File: src/rtl/adder_error_monitor_pkg.sv
// Shared types and arithmetic helpers for the approximate-adder error monitor.
package adder_error_monitor_pkg;

    typedef enum logic [1:0] {
        StIdle,
        StCollect,
        StDone
    } state_e;

    localparam int unsigned MaxW = 64;

    // Operands arrive zero-extended above 'width'; sign extension is applied here when requested.
    function automatic logic [MaxW:0] abs_diff(input logic [MaxW-1:0] a,
                                               input logic [MaxW-1:0] b,
                                               input int unsigned     width,
                                               input logic            is_signed);
        logic [MaxW:0] hi;
        logic [MaxW:0] ax;
        logic [MaxW:0] bx;
        logic [MaxW:0] d;
        hi = {(MaxW + 1){1'b1}} << width;
        ax = {1'b0, a};
        bx = {1'b0, b};
        if (is_signed && (((a >> (width - 1)) & 64'd1) != '0)) begin
            ax = ax | hi;
        end
        if (is_signed && (((b >> (width - 1)) & 64'd1) != '0)) begin
            bx = bx | hi;
        end
        d = ax - bx;
        if (d[MaxW]) begin
            d = -d;
        end
        return d;
    endfunction

    function automatic logic [MaxW-1:0] sat_add(input logic [MaxW-1:0] acc,
                                                input logic [MaxW-1:0] inc,
                                                input int unsigned     width);
        logic [MaxW:0] s;
        logic [MaxW:0] lim;
        s   = {1'b0, acc} + {1'b0, inc};
        lim = ({{MaxW{1'b0}}, 1'b1} << width) - 1'b1;
        return (s > lim) ? lim[MaxW-1:0] : s[MaxW-1:0];
    endfunction

endpackage

File: src/rtl/adder_error_monitor_adder_generic.sv
// Generic adder of the approximate-adder family; ADD_TYPE 0 is the exact reference.
module Adder_generic #(
    parameter int unsigned ADD_TYPE  = 0,
    parameter int unsigned WIDTH_A   = 16,
    parameter int unsigned WIDTH_B   = 16,
    parameter int unsigned WIDTH_OUT = 17,
    parameter int unsigned SIGNED    = 0
) (
    input  logic [WIDTH_A-1:0]   i_a,
    input  logic [WIDTH_B-1:0]   i_b,
    input  logic                 i_carry,
    output logic [WIDTH_OUT-1:0] o_sum
);

    logic [WIDTH_OUT-1:0] w_a;
    logic [WIDTH_OUT-1:0] w_b;
    logic [WIDTH_OUT-1:0] w_exact;

    if (SIGNED != 0) begin : g_sext
        assign w_a = WIDTH_OUT'($signed(i_a));
        assign w_b = WIDTH_OUT'($signed(i_b));
    end else begin : g_zext
        assign w_a = WIDTH_OUT'(i_a);
        assign w_b = WIDTH_OUT'(i_b);
    end

    assign w_exact = w_a + w_b + WIDTH_OUT'(i_carry);

    if (ADD_TYPE == 0) begin : g_exact
        assign o_sum = w_exact;
    end else begin : g_lsb_or
        // Cheapest family member: the LSB is an OR instead of a full-adder bit.
        assign o_sum = {w_exact[WIDTH_OUT-1:1], w_a[0] | w_b[0] | i_carry};
    end

endmodule

File: src/rtl/adder_error_monitor.sv
// Compares an approximate adder's output against the exact sum and accumulates
// error statistics over a programmed window of samples.
module adder_error_monitor
    import adder_error_monitor_pkg::*;
#(
    parameter int unsigned WIDTH_A   = 16,
    parameter int unsigned WIDTH_B   = 16,
    parameter int unsigned WIDTH_OUT = 16,
    parameter int unsigned SIGNED    = 0,
    parameter int unsigned CNT_W     = 16,
    parameter int unsigned ACC_W     = 32
) (
    input  logic                 clk,
    input  logic                 rst,
    input  logic                 start,
    input  logic [CNT_W-1:0]     window_len,
    input  logic                 in_valid,
    output logic                 in_ready,
    input  logic [WIDTH_A-1:0]   A,
    input  logic [WIDTH_B-1:0]   B,
    input  logic                 Carry,
    input  logic [WIDTH_OUT-1:0] APPROX_OUT,
    output logic                 res_valid,
    input  logic                 res_ready,
    output logic [CNT_W-1:0]     err_count,
    output logic [WIDTH_OUT:0]   max_err,
    output logic [ACC_W-1:0]     sum_err,
    output logic                 busy
);

    localparam int unsigned SUM_W = ((WIDTH_A > WIDTH_B) ? WIDTH_A : WIDTH_B) + 1;
    localparam int unsigned ERR_W = WIDTH_OUT + 1;

    state_e               r_state;
    state_e               w_state_next;
    logic [CNT_W-1:0]     r_window;
    logic [CNT_W-1:0]     r_count;
    logic                 r_s0_valid;
    logic [WIDTH_OUT-1:0] r_s0_exact;
    logic [WIDTH_OUT-1:0] r_s0_approx;
    logic [CNT_W-1:0]     r_err_count;
    logic [ERR_W-1:0]     r_max_err;
    logic [ACC_W-1:0]     r_sum_err;

    logic [SUM_W-1:0]     w_sum;
    logic [WIDTH_OUT-1:0] w_exact;
    logic [ERR_W-1:0]     w_err;
    logic                 w_start;
    logic                 w_accept;

    Adder_generic #(
        .ADD_TYPE  (0),
        .WIDTH_A   (WIDTH_A),
        .WIDTH_B   (WIDTH_B),
        .WIDTH_OUT (SUM_W),
        .SIGNED    (SIGNED)
    ) u_golden (
        .i_a     (A),
        .i_b     (B),
        .i_carry (Carry),
        .o_sum   (w_sum)
    );

    if (SIGNED != 0) begin : g_trunc_s
        assign w_exact = WIDTH_OUT'($signed(w_sum));
    end else begin : g_trunc_u
        assign w_exact = WIDTH_OUT'(w_sum);
    end

    assign w_err = ERR_W'(abs_diff(MaxW'(r_s0_exact), MaxW'(r_s0_approx), WIDTH_OUT,
                                   SIGNED != 0));

    assign w_start   = (r_state == StIdle) && start;
    assign in_ready  = (r_state == StCollect) && (r_count != r_window);
    assign w_accept  = in_valid && in_ready;
    assign res_valid = (r_state == StDone);
    assign busy      = (r_state != StIdle);
    assign err_count = r_err_count;
    assign max_err   = r_max_err;
    assign sum_err   = r_sum_err;

    always_ff @(posedge clk or posedge rst) begin
        if (rst) begin
            r_state <= StIdle;
        end else begin
            r_state <= w_state_next;
        end
    end

    // Once the count reaches the window, stage 0 holds the last sample, so the
    // DONE transition coincides with its statistics update.
    always_comb begin
        w_state_next = r_state;
        unique case (r_state)
            StIdle: begin
                if (start) begin
                    w_state_next = (window_len == '0) ? StDone : StCollect;
                end
            end
            StCollect: begin
                if (r_count == r_window) begin
                    w_state_next = StDone;
                end
            end
            StDone: begin
                if (res_ready) begin
                    w_state_next = StIdle;
                end
            end
            default: w_state_next = StIdle;
        endcase
    end

    always_ff @(posedge clk or posedge rst) begin
        if (rst) begin
            r_window    <= '0;
            r_count     <= '0;
            r_s0_valid  <= 1'b0;
            r_s0_exact  <= '0;
            r_s0_approx <= '0;
            r_err_count <= '0;
            r_max_err   <= '0;
            r_sum_err   <= '0;
        end else begin
            r_s0_valid <= w_accept;
            if (w_accept) begin
                r_s0_exact  <= w_exact;
                r_s0_approx <= APPROX_OUT;
                r_count     <= r_count + 1'b1;
            end
            if (w_start) begin
                r_window    <= window_len;
                r_count     <= '0;
                r_err_count <= '0;
                r_max_err   <= '0;
                r_sum_err   <= '0;
            end else if (r_s0_valid) begin
                r_err_count <= r_err_count + CNT_W'(w_err != '0);
                if (w_err > r_max_err) begin
                    r_max_err <= w_err;
                end
                r_sum_err <= ACC_W'(sat_add(MaxW'(r_sum_err), MaxW'(w_err), ACC_W));
            end
        end
    end

endmodule

File: config.mk
export PLATFORM = sky130hd
export DESIGN_NAME = adder_error_monitor
export DESIGN_NICKNAME = d
export VERILOG_FILES = /design/src/rtl/adder_error_monitor_pkg.sv /design/src/rtl/adder_error_monitor_adder_generic.sv /design/src/rtl/adder_error_monitor.sv
export SDC_FILE = /design/constraint.sdc
export NUM_CORES = 1
export LEC_CHECK = 0
export ABC_AREA = 1
export CAP_MARGIN = 20
export CORE_MARGIN = 3
export CORE_UTILIZATION = 56
export CTS_CLUSTER_SIZE = 8
export DETAILED_ROUTE_END_ITERATION = 10
export GPL_TIMING_DRIVEN = 0
export PLACE_DENSITY = 0.89
export SETUP_SLACK_MARGIN = 0.05
export SYNTH_ARGS = -nofsm -noshare
export SYNTH_HDL_FRONTEND = slang
export SYNTH_SLANG_ARGS = --single-unit
File: constraint.sdc
create_clock -name clk -period 5.6 [get_ports clk]
set_clock_uncertainty 0.15 [all_clocks]
set_input_delay 0.84 -clock clk [delete_from_list [all_inputs] [get_ports clk]]
set_output_delay 0.84 -clock clk [all_outputs]
set_load 0.005 [all_outputs]
==> impl_table.tex <==
\begin{tabular}{lr}
\hline
Metric & Value \\
\hline
\multicolumn{2}{l}{\textbf{Outcome}} \\
\quad Result of the run & finished, final reports clean \\
\multicolumn{2}{l}{\textbf{GRT}} \\
\quad Maximum number of pins on one net before global-route repair & 73 \\
\quad Vias in the first global route & 9,404 \\
\quad Wire length of the first global-routing pass & 44.5 mm \\
\quad Overall overflow remaining after global route & 0 \\
\quad Antenna violations before repair & 0 \\
\quad Global router's overall resource usage & 27.7\% \\
\multicolumn{2}{l}{\textbf{Placed design}} \\
\quad GP Congestion & 0.938 \\
\quad Count of buffers from port buffering & 137 \\
\quad HPWL Detailed & 20.6 mm \\
\quad Placed cells & 1,758 \\
\multicolumn{2}{l}{\textbf{Floorplanning}} \\
\quad Vert. Die Dim & 139 um \\
\quad Placement row count & 47 \\
\quad Top-Level Pins & 138 \\
\quad Die X-Extent & 139 um \\
\quad Die area & 19,200 um2 \\
\quad Floorplan Core Area & 16,900 um2 \\
\quad Starting density of the core & 58.3\% \\
\multicolumn{2}{l}{\textbf{Synth}} \\
\quad Number of synthesized flops with an enable pin & 0 \\
\quad Leading cell types by total area after synthesis & sky130\_fd\_sc\_hd\_\_dfrtp\_1, sky130\_fd\_sc\_hd\_\_nand2\_1, sky130\_fd\_sc\_hd\_\_ha\_1 \\
\quad Top cell types by occurrence after synthesis & sky130\_fd\_sc\_hd\_\_nand2\_1, sky130\_fd\_sc\_hd\_\_inv\_1, sky130\_fd\_sc\_hd\_\_dfrtp\_1 \\
\quad Top FF cell, synth & sky130\_fd\_sc\_hd\_\_dfrtp\_1 \\
\quad Count of synthesis-stage warnings from yosys & 0 \\
\quad Net count of the mapped netlist & 1,545 \\
\quad Cell with the most instances after synthesis & sky130\_fd\_sc\_hd\_\_nand2\_1 \\
\quad Number of storage elements in the synthesis netlist & 132 \\
\quad Yosys top cell by area & sky130\_fd\_sc\_hd\_\_dfrtp\_1 \\
\quad Post-synthesis instance total & 1,400 \\
\quad Post-Synthesis Mean Instance Area & 7.05 um2 \\
\quad Yosys top cell area share & 33.5\% \\
\quad Post-synthesis cell type count & 46 \\
\quad Sequential fraction of the synthesis area & 33.5\% \\
\quad Share of synthesized flip-flops with an asynchronous set or reset & 100\% \\
\quad Post-Synthesis Cell Area & 9870 um2 \\
\multicolumn{2}{l}{\textbf{Final layout}} \\
\quad Count of non-filler cells in the finished layout & 1,790 \\
\quad Share of the core filled with cells in the final layout & 71.5\% \\
\quad Signed area change from the synthesized netlist to the final layout & 22.7\% \\
\quad Nets & 1,702 \\
\quad \# diodes & 0 \\
\quad Fraction of layout instances using a drive strength above 1 & 6.18\% \\
\multicolumn{2}{l}{\textbf{Drt}} \\
\quad Final routed DRC violation total & 0 \\
\quad Number of nets still failing antenna checks after routing & 0 \\
\quad First-pass detailed-route iteration total & 6 \\
\quad Average via count per standard cell & 5.64 \\
\quad Total number of vias & 10,100 \\
\quad Detail-routed net length per standard cell & 15.1 um \\
\quad Detailed router's first-iteration violation count & 981 \\
\quad Routed wire length & 27.0 mm \\
\multicolumn{2}{l}{\textbf{Run}} \\
\quad MaxCap Viol Count & 0 \\
\multicolumn{2}{l}{\textbf{STA}} \\
\quad Endpoints failing hold & 0 \\
\quad Final setup vio count & 0 \\
\quad Summed negative setup slack over all endpoints & 0 ns \\
\quad Unrepaired setup endpoints after global routing & false \\
\quad Relative slew slack & 48.5\% \\
\quad Final period utilization & 85.7\% \\
\quad Achievable clock frequency & 0.208 GHz \\
\quad Time the final worst path needs with I/O delays and setup & 4.80 ns \\
\quad Fin. max-slew vios & 0 \\
\quad Hold slack & 0.346 ns \\
\quad Transition at the pin with the smallest max-transition slack & 0.766 ns \\
\multicolumn{2}{l}{\textbf{Setup path}} \\
\quad Crit path DAT & 4.98 ns \\
\quad Most Frequent Cell on Critical Path & sky130\_fd\_sc\_hd\_\_nand2\_1 \\
\quad Worst path bufs/invs & 6 \\
\quad Classification of the worst setup path & flop to flop \\
\quad Largest fanout of any net on the critical path & 4 \\
\quad CP top delay family & simple AND/OR/NAND/NOR gates \\
\quad Cell at the slowest stage of the critical path & sky130\_fd\_sc\_hd\_\_fa\_1 \\
\quad Critical Path Source Type & flop \\
\quad Endpoint type of the worst setup path & flop \\
\quad Required time of the worst setup path & 5.78 ns \\
\quad Largest stage delay, worst path & 0.54 ns \\
\multicolumn{2}{l}{\textbf{Clock network}} \\
\quad CTS H-Tree Depth & 4 \\
\quad Cts hold-fix bufs & 0 \\
\quad Worst-path clk slew & 0.07 ns \\
\quad \# Post-CTS Setup Buffers & 0 \\
\quad Insertion delay to the later sink of the worst-skew pair & 0.44 ns \\
\quad CTS tree & built \\
\quad Buffer levels on the longest clock path & 2 \\
\quad Num CTS Buffers & 17 \\
\quad Clk root buf & sky130\_fd\_sc\_hd\_\_clkbuf\_16 \\
\quad Number of sinks on the clock net & 132 \\
\quad Resized Gates After CTS & 0 \\
\multicolumn{2}{l}{\textbf{Worst hold path}} \\
\quad Class of the worst hold path & flop to flop \\
\hline
\end{tabular}
[path summary, 6_finish.rpt]
kind / to / cells past startpoint / startpoint / slack [ns]
min: r_window[6] / 2 / r_window[6] / 0.35
max reg2reg: err_count[14] / 31 / r_s0_exact[0] / 0.80
max: err_count[14] / 31 / r_s0_exact[0] / 0.80
max in group asynchronous: sum_err[17] / 3 / rst / 3.85
min in group asynchronous: r_window[5] / 2 / rst / 0.70
min reg2reg: r_window[6] / 2 / r_window[6] / 0.35
[worst register-to-register path: cells and delay by family (launching register included)]
| family | cells | cell delay (ns) |
|---|---|---|
| AO/OA/AOI/OAI | 2 | 0.22 |
| adder cells (fa/ha/maj) | 5 | 1.30 |
| AND/OR/NAND/NOR | 18 | 2.24 |
| buffers and inverters | 6 | 0.44 |
| flip-flops | 1 | 0.35 |
[layout by cell type, fill, tap and decap left out, types with 4 or more instances in the layout]
master | Yosys | layout
sky130_fd_sc_hd__a31oi_1 | 5 | 5
sky130_fd_sc_hd__nor2_1 | 85 | 85
sky130_fd_sc_hd__clkbuf_16 | 0 | 17
sky130_fd_sc_hd__inv_8 | 0 | 6
sky130_fd_sc_hd__nand4_1 | 20 | 20
sky130_fd_sc_hd__nand2_2 | 19 | 19
sky130_fd_sc_hd__nand3_1 | 88 | 88
sky130_fd_sc_hd__inv_2 | 4 | 4
sky130_fd_sc_hd__nor2_2 | 5 | 5
sky130_fd_sc_hd__nor4_1 | 14 | 14
sky130_fd_sc_hd__nor3_1 | 29 | 29
sky130_fd_sc_hd__fa_1 | 4 | 4
sky130_fd_sc_hd__dfrtp_1 | 132 | 132
sky130_fd_sc_hd__clkdlybuf4s50_1 | 0 | 137
sky130_fd_sc_hd__o21ai_0 | 95 | 95
sky130_fd_sc_hd__a21oi_2 | 5 | 5
sky130_fd_sc_hd__nand3_2 | 4 | 4
sky130_fd_sc_hd__a21oi_1 | 61 | 61
sky130_fd_sc_hd__ha_1 | 71 | 71
sky130_fd_sc_hd__nand2_1 | 406 | 406
sky130_fd_sc_hd__xor2_1 | 43 | 43
sky130_fd_sc_hd__nand3b_1 | 7 | 7
sky130_fd_sc_hd__inv_1 | 198 | 197
sky130_fd_sc_hd__clkbuf_1 | 12 | 12
sky130_fd_sc_hd__inv_6 | 0 | 4
sky130_fd_sc_hd__buf_2 | 9 | 9
sky130_fd_sc_hd__clkinv_4 | 0 | 4
sky130_fd_sc_hd__xnor2_1 | 9 | 9
sky130_fd_sc_hd__o21ai_1 | 16 | 16
sky130_fd_sc_hd__o21bai_1 | 4 | 4
sky130_fd_sc_hd__o22ai_1 | 10 | 10
sky130_fd_sc_hd__o31ai_1 | 12 | 12
[sequential cells by signal, summed over array words and instances, names as in the netlist]
| register | cells |
|---|---|
| r_window | 16 |
| r_s0_exact | 16 |
| max_err | 17 |
| err_count | 16 |
| r_s0_approx | 16 |
| r_s0_valid | 1 |
| r_count | 16 |
| r_state | 2 |
| sum_err | 32 |
[per-stage QoR]
step / instance area (um2) / setup slack (ns)
floorplan: 9870 / 1.08
global placement: 11500 / -0.665
detailed placement: 11500 / 0.874
CTS: 12100 / 0.861
global route: 12100 / 0.284
finish: 12100 / 0.803
[logic make-up after synthesis]
kind of cell | Yosys count | synth area share [%]
xor gates and xnor gates | 52 | 4.62
adders and majority gates | 75 | 9.82
AOI/OAI and AO/OA | 224 | 12.7
buffers and inverters | 230 | 9.17
DFF | 132 | 33.5
and+or+nand+nor | 687 | 30.2
[final cells by class]
class | count | area, um2
fillers | 1385 | 4830
multi-input cells | 1038 | 5660
flip-flops and latches | 132 | 3300
inverters | 203 | 767
plain buffers | 27 | 143
repair buffers | 138 | 1400
clock inverters | 15 | 139
well taps | 220 | 275
clock buffers | 17 | 425
[metal layers]
layer	vias up	part of all wire (%)	GRT usage, %	routed length, um
met5	-	0	0	0
met4	0	3.0	11.7	820
met3	71	7.1	5.21	1930
met2	462	48	46.6	13000
met1	4679	42	35.3	11300
li1	4889	-	-	-
Power is not shown: default switching activity piles up to over one toggle a cycle in this logic, so the estimate is an artifact.
==> RTL change 1: new RTL, config.mk and constraints unchanged <==
The parameter `ACC_W` goes from 32 to 36.
--- a/src/rtl/adder_error_monitor.sv
+++ b/src/rtl/adder_error_monitor.sv
@@ -8,7 +8,7 @@
     parameter int unsigned WIDTH_OUT = 16,
     parameter int unsigned SIGNED    = 0,
     parameter int unsigned CNT_W     = 16,
-    parameter int unsigned ACC_W     = 32
+    parameter int unsigned ACC_W     = 36
 ) (
     input  logic                 clk,
     input  logic                 rst,
Ports: changed (resized sum_err); port bits go from 138 to 142. No check against the original RTL was run, so the function may have changed too.
==> RTL change 1 against the unedited design <==
Design area rose by 2.3%. Die area rose by 1.6%. Sequential share of layout area rose by 0.21 points. Synthesized cell count rose by 0.50%. Worst hold slack got worse by 0.0020 ns. Routed wire length rose by 0.62%. Core utilization fell by 0.41 points. Area after synthesis rose by 1.7%. Setup slack got worse by 0.024 ns. Sequential cell count rose by 4. Count of clock-buffer cells in the layout rose by 2. Critical endpoint is now sum_err[34]. Largest cell class unchanged.
Power is left out: the tool's default activity adds up to more than one toggle a clock period on the data nets, which glitch-free logic cannot reach.
==> RTL change 1: results (changes against the unedited design) <==
| Metric | Value |
|---|---|
| Status | `complete, no violations` |
| Path depth of the worst reg2reg path | `26 (-16%)` |
| GRT Overall Usage | `0.279 (+0.00157)` |
| GPL Wtd Cong | `0.952 (+1.5%)` |
| Distinct cell type count after synthesis | `51 (+11%)` |
| Relative slew slack | `0.466 (-0.0192)` |
| Fraction of area in multi-input gates | `0.463 (-0.00403)` |
| Invs w/o clock | `206 (+1.5%)` |
| Layout clock buffers | `19 (+2)` |
| Vias per Instance | `5.61 (-0.54%)` |
| Met3 usage | `0.0450 (-0.00705)` |
| Vias in the first global route | `9687 (+3.0%)` |
| CP top delay family | `simple AND/OR/NAND/NOR gates` |
| R2r setup slk | `0.78 ns (-0.02 ns)` |
| Largest net degree at the start of global routing | `78 (+6.8%)` |
| Top_reg_cell synth | `dfrtp_1` |
| Clk sinks | `136 (+3.0%)` |
| Finished Cell Area | `0.0124 mm² (+2.3%)` |
| WL met1 | `11500 µm (+2.0%)` |
| Non-clock buffers | `170 (+3.0%)` |
| Slowest-stage cell, CP | `fa_1` |
| Routing usage on met2 | `0.483 (+0.0166)` |
| Met2 WL | `13300 µm (+2.7%)` |
| Multi-input gates | `1037 (-0.096%)` |
| Syn_nets | `1550 (+0.32%)` |
| Max Fclk | `0.207 GHz (-0.49%)` |
| Layout cells sized above 1 | `0.0626 (+0.000835)` |
| Crit path to | `sum_err[34]` |
| Post-DP HPWL | `20700 µm (+0.60%)` |
| 1st-iter DRT viols | `775 (-21%)` |
| First-pass GRT wire length | `45500 µm (+2.2%)` |
| Fraction of area in registers | `0.275 (+0.00207)` |
| IO Port Bufs | `141 (+2.9%)` |
| Mapped Avg Cell Area | `7.13 µm² (+1.2%)` |
| Final nets | `1711 (+0.53%)` |
| Largest register FFs | `36 (+13%)` |
| Clk cell area share | `0.0503 (+0.00372)` |
| Seq/Total Area, Yosys | `0.339 (+0.00438)` |
| Top post-synthesis cells by count | `410 x nand2_1, 195 x inv_1, 136 x dfrtp_1` |
| Met1 usage | `0.354 (+0.000948)` |
| Buffering overhead | `0.126 (-0.00129)` |
| CP Max Fanout | `10 (+6)` |
| Routed Wire Length | `27200 µm (+0.62%)` |
| CP arrival | `4.99 ns (about the same)` |
| Non-filler cells, final | `1806 (+0.89%)` |
| Top post-synthesis cells by area | `dfrtp_1 34%, nand2_1 15%, ha_1 8.6%, inv_1 7.3%, o21ai_0 4.0%` |
| DP Worst Slack | `0.807 ns (-0.0661 ns)` |
| Tap Cells | `225 (+2.3%)` |
| Metal3 WL | `1630 µm (-16%)` |
RTL change 1: cell types whose count changed after synthesis, sizes merged, moves of 6 or more:
cell,delta
a22o,+12
clkbuf,+6
nand3,-21
nand4,+6
nor2,+10
nor4,-6
o2111ai,+6
o21ai,-27
xnor2,+7
RTL change 1: worst min path at each step:
stage / from / end / slack (ns) / cells after the start
finish: r_state[1] / r_state[1] / 0.34 / 1
global route: r_s0_approx[0] / r_s0_approx[0] / 0.37 / 2
CTS: r_s0_approx[0] / r_s0_approx[0] / 0.34 / 2
detailed placement: r_s0_approx[0] / r_s0_approx[0] / 0.33 / 2
global placement: r_state[1] / r_state[1] / 0.32 / 1
floorplan: r_s0_approx[0] / r_s0_approx[0] / 0.30 / 2
RTL change 1: cell families (layout without fill, tap and decap cells):
family,after synthesis,in the layout,synth area share
AOI/OAI and AO/OA,226,226,0.133
xor gates and xnor gates,57,57,0.0505
adders and majority gates,73,73,0.0940
buffers and inverters,234,408,0.0892
DFF,136,136,0.339
and+or+nand+nor,681,681,0.294
==> RTL change 2: new RTL, same flow settings <==
Without the edit above. Make the reset (`rst`) synchronous in 2 clocked blocks.
--- a/src/rtl/adder_error_monitor.sv
+++ b/src/rtl/adder_error_monitor.sv
@@ -79,7 +79,7 @@
     assign max_err   = r_max_err;
     assign sum_err   = r_sum_err;
 
-    always_ff @(posedge clk or posedge rst) begin
+    always_ff @(posedge clk) begin
         if (rst) begin
             r_state <= StIdle;
         end else begin
@@ -111,7 +111,7 @@
         endcase
     end
 
-    always_ff @(posedge clk or posedge rst) begin
+    always_ff @(posedge clk) begin
         if (rst) begin
             r_window    <= '0;
             r_count     <= '0;
Check against the original RTL: differs if rst is asserted again (counterexample within 4 cycles, from zero or initial values and one cycle with rst high); with rst held inactive, the same outputs for 4 cycles.
==> RTL change 2 against the unedited design <==
Sequential cell count is the same. Routed wire length fell by 6.9%. Core utilization increased by 0.069 points. Critical path type unchanged. Critical endpoint is now sum_err[7]. Design area decreased by 5.4%. Via count fell by 2.1%. Setup slack better by 0.062 ns. Synthesized cell count fell by 0.64%. Area after synthesis shrank 6.4%. Global-route usage increased by 0.18 points.
==> RTL change 2: results (changes against the unedited design) <==
| Metric | Value |
|---|---|
| Met1 usage | `0.343 (-0.00932)` |
| R2r setup slk | `0.86 ns (+0.06 ns)` |
| Slew @ Worst Pin | `0.868 ns (+0.102 ns)` |
| Hold Path Sink | `r_s0_approx[5]` |
| Fraction of area in registers | `0.231 (-0.0420)` |
| Met3 usage | `0.0450 (-0.00706)` |
| Mapped Avg Cell Area | `6.64 µm² (-5.8%)` |
| Reg2reg end | `sum_err[7]` |
| Layout cells sized above 1 | `0.0603 (-0.00149)` |
| WL met1 | `10500 µm (-6.8%)` |
| Status | `complete, no violations` |
| Multi-input gate area | `0.00565 mm² (-0.22%)` |
| Path depth of the worst reg2reg path | `28 (-9.7%)` |
| Routing usage on met2 | `0.490 (+0.0239)` |
| Met2 WL | `12300 µm (-5.3%)` |
| Vias per Instance | `5.57 (-1.3%)` |
| Post-DP HPWL | `19400 µm (-5.6%)` |
| Final Util | `0.716 (about the same)` |
| Multi-input gates | `1017 (-2.0%)` |
| Invs w/o clock | `208 (+2.5%)` |
| Slowest-stage cell, CP | `fa_1` |
| Largest net degree at the start of global routing | `17 (-77%)` |
| Clk cell area share | `0.0506 (+0.00399)` |
| Initial antenna violation count | `0 (unchanged)` |
| Worst Hold Margin | `0.305 ns (-0.0410 ns)` |
| Metal3 WL | `1740 µm (-9.8%)` |
| GPL Wtd Cong | `0.978 (+4.3%)` |
| Reg2reg start | `r_s0_exact[0]` |
| First-pass GRT wire length | `41900 µm (-5.8%)` |
| Largest stage delay, worst path | `0.44 ns (-0.10 ns)` |
| N_diodes | `0 (unchanged)` |
| DR pass1 iterations | `5 (-1)` |
| Final nets | `1691 (-0.65%)` |
| DP Worst Slack | `0.936 ns (+0.0626 ns)` |
| Max IR drop VDD | `0.339 mV` |
| Hold Startpoint | `r_s0_approx[5]` |
| Top post-synthesis cells by count | `287 x nand2_1, 202 x inv_1, 146 x a21oi_1` |
| Clk Latency, worst-skew pair | `~0.43 ns` |
| Non-clock buffers | `171 (+3.6%)` |
| CP arrival | `4.93 ns (-0.05 ns)` |
| Distinct cell type count after synthesis | `53 (+15%)` |
| Filler cell count | `1309 (-5.5%)` |
| Buffering overhead | `0.134 (+0.00633)` |
| Seq/Total Area, Yosys | `0.286 (-0.0485)` |
| Top post-synthesis cells by area | `dfxtp_1 29%, nand2_1 12%, ha_1 9.5%, inv_1 8.2%, a21oi_1 7.9%` |
| CP Max Fanout | `10 (+6)` |
| Post-CTS setup buffers | `0 (unchanged)` |
| Tap Cells | `216 (-1.8%)` |
| Vias in the first global route | `9244 (-1.7%)` |
| CTS clk-pin slew, worst paths | `roughly 0.060 ns` |
| Syn_nets | `1535 (-0.65%)` |
| Async SR Flop Fraction | `0 (-1.00)` |
| Routed Wire Length | `25200 µm (-6.9%)` |
| Dpl cell area | `0.0109 mm² (-5.8%)` |
| 1st-iter DRT viols | `768 (-22%)` |
| WL per Instance | `14.2 µm (-6.2%)` |
RTL change 2: cell families after synthesis:
logic type                 count (synthesis)  synth area share
and+or+nand+nor                          595             0.288
xor gates and xnor gates                  51            0.0484
DFF                                      132             0.286
buffers and inverters                    242             0.102
AOI/OAI and AO/OA                        297             0.172
adders and majority gates                 74             0.104
RTL change 2: how the worst max path moves through the flow:
stage | startpoint | to | slack, ns | depth (start not counted)
5_1_grt | r_s0_exact[0] | max_err[11] | 0.42 | 25
3_3_place_gp | r_s0_exact[0] | sum_err[25] | 1.10 | 27
2_1_floorplan | r_s0_exact[0] | err_count[15] | 1.65 | 30
6_report | r_s0_exact[0] | sum_err[7] | 0.86 | 28
4_1_cts | r_s0_exact[0] | max_err[11] | 0.91 | 25
3_5_place_dp | r_s0_exact[0] | max_err[11] | 0.94 | 25
RTL change 2: report_power, final:
part,internal [mW],total [mW],switching (mW)
registers,1.07,1.16,0.0897
clock network,0.658,1.11,0.448
logic,1.75,4.89,3.13
total,3.48,7.15,3.67
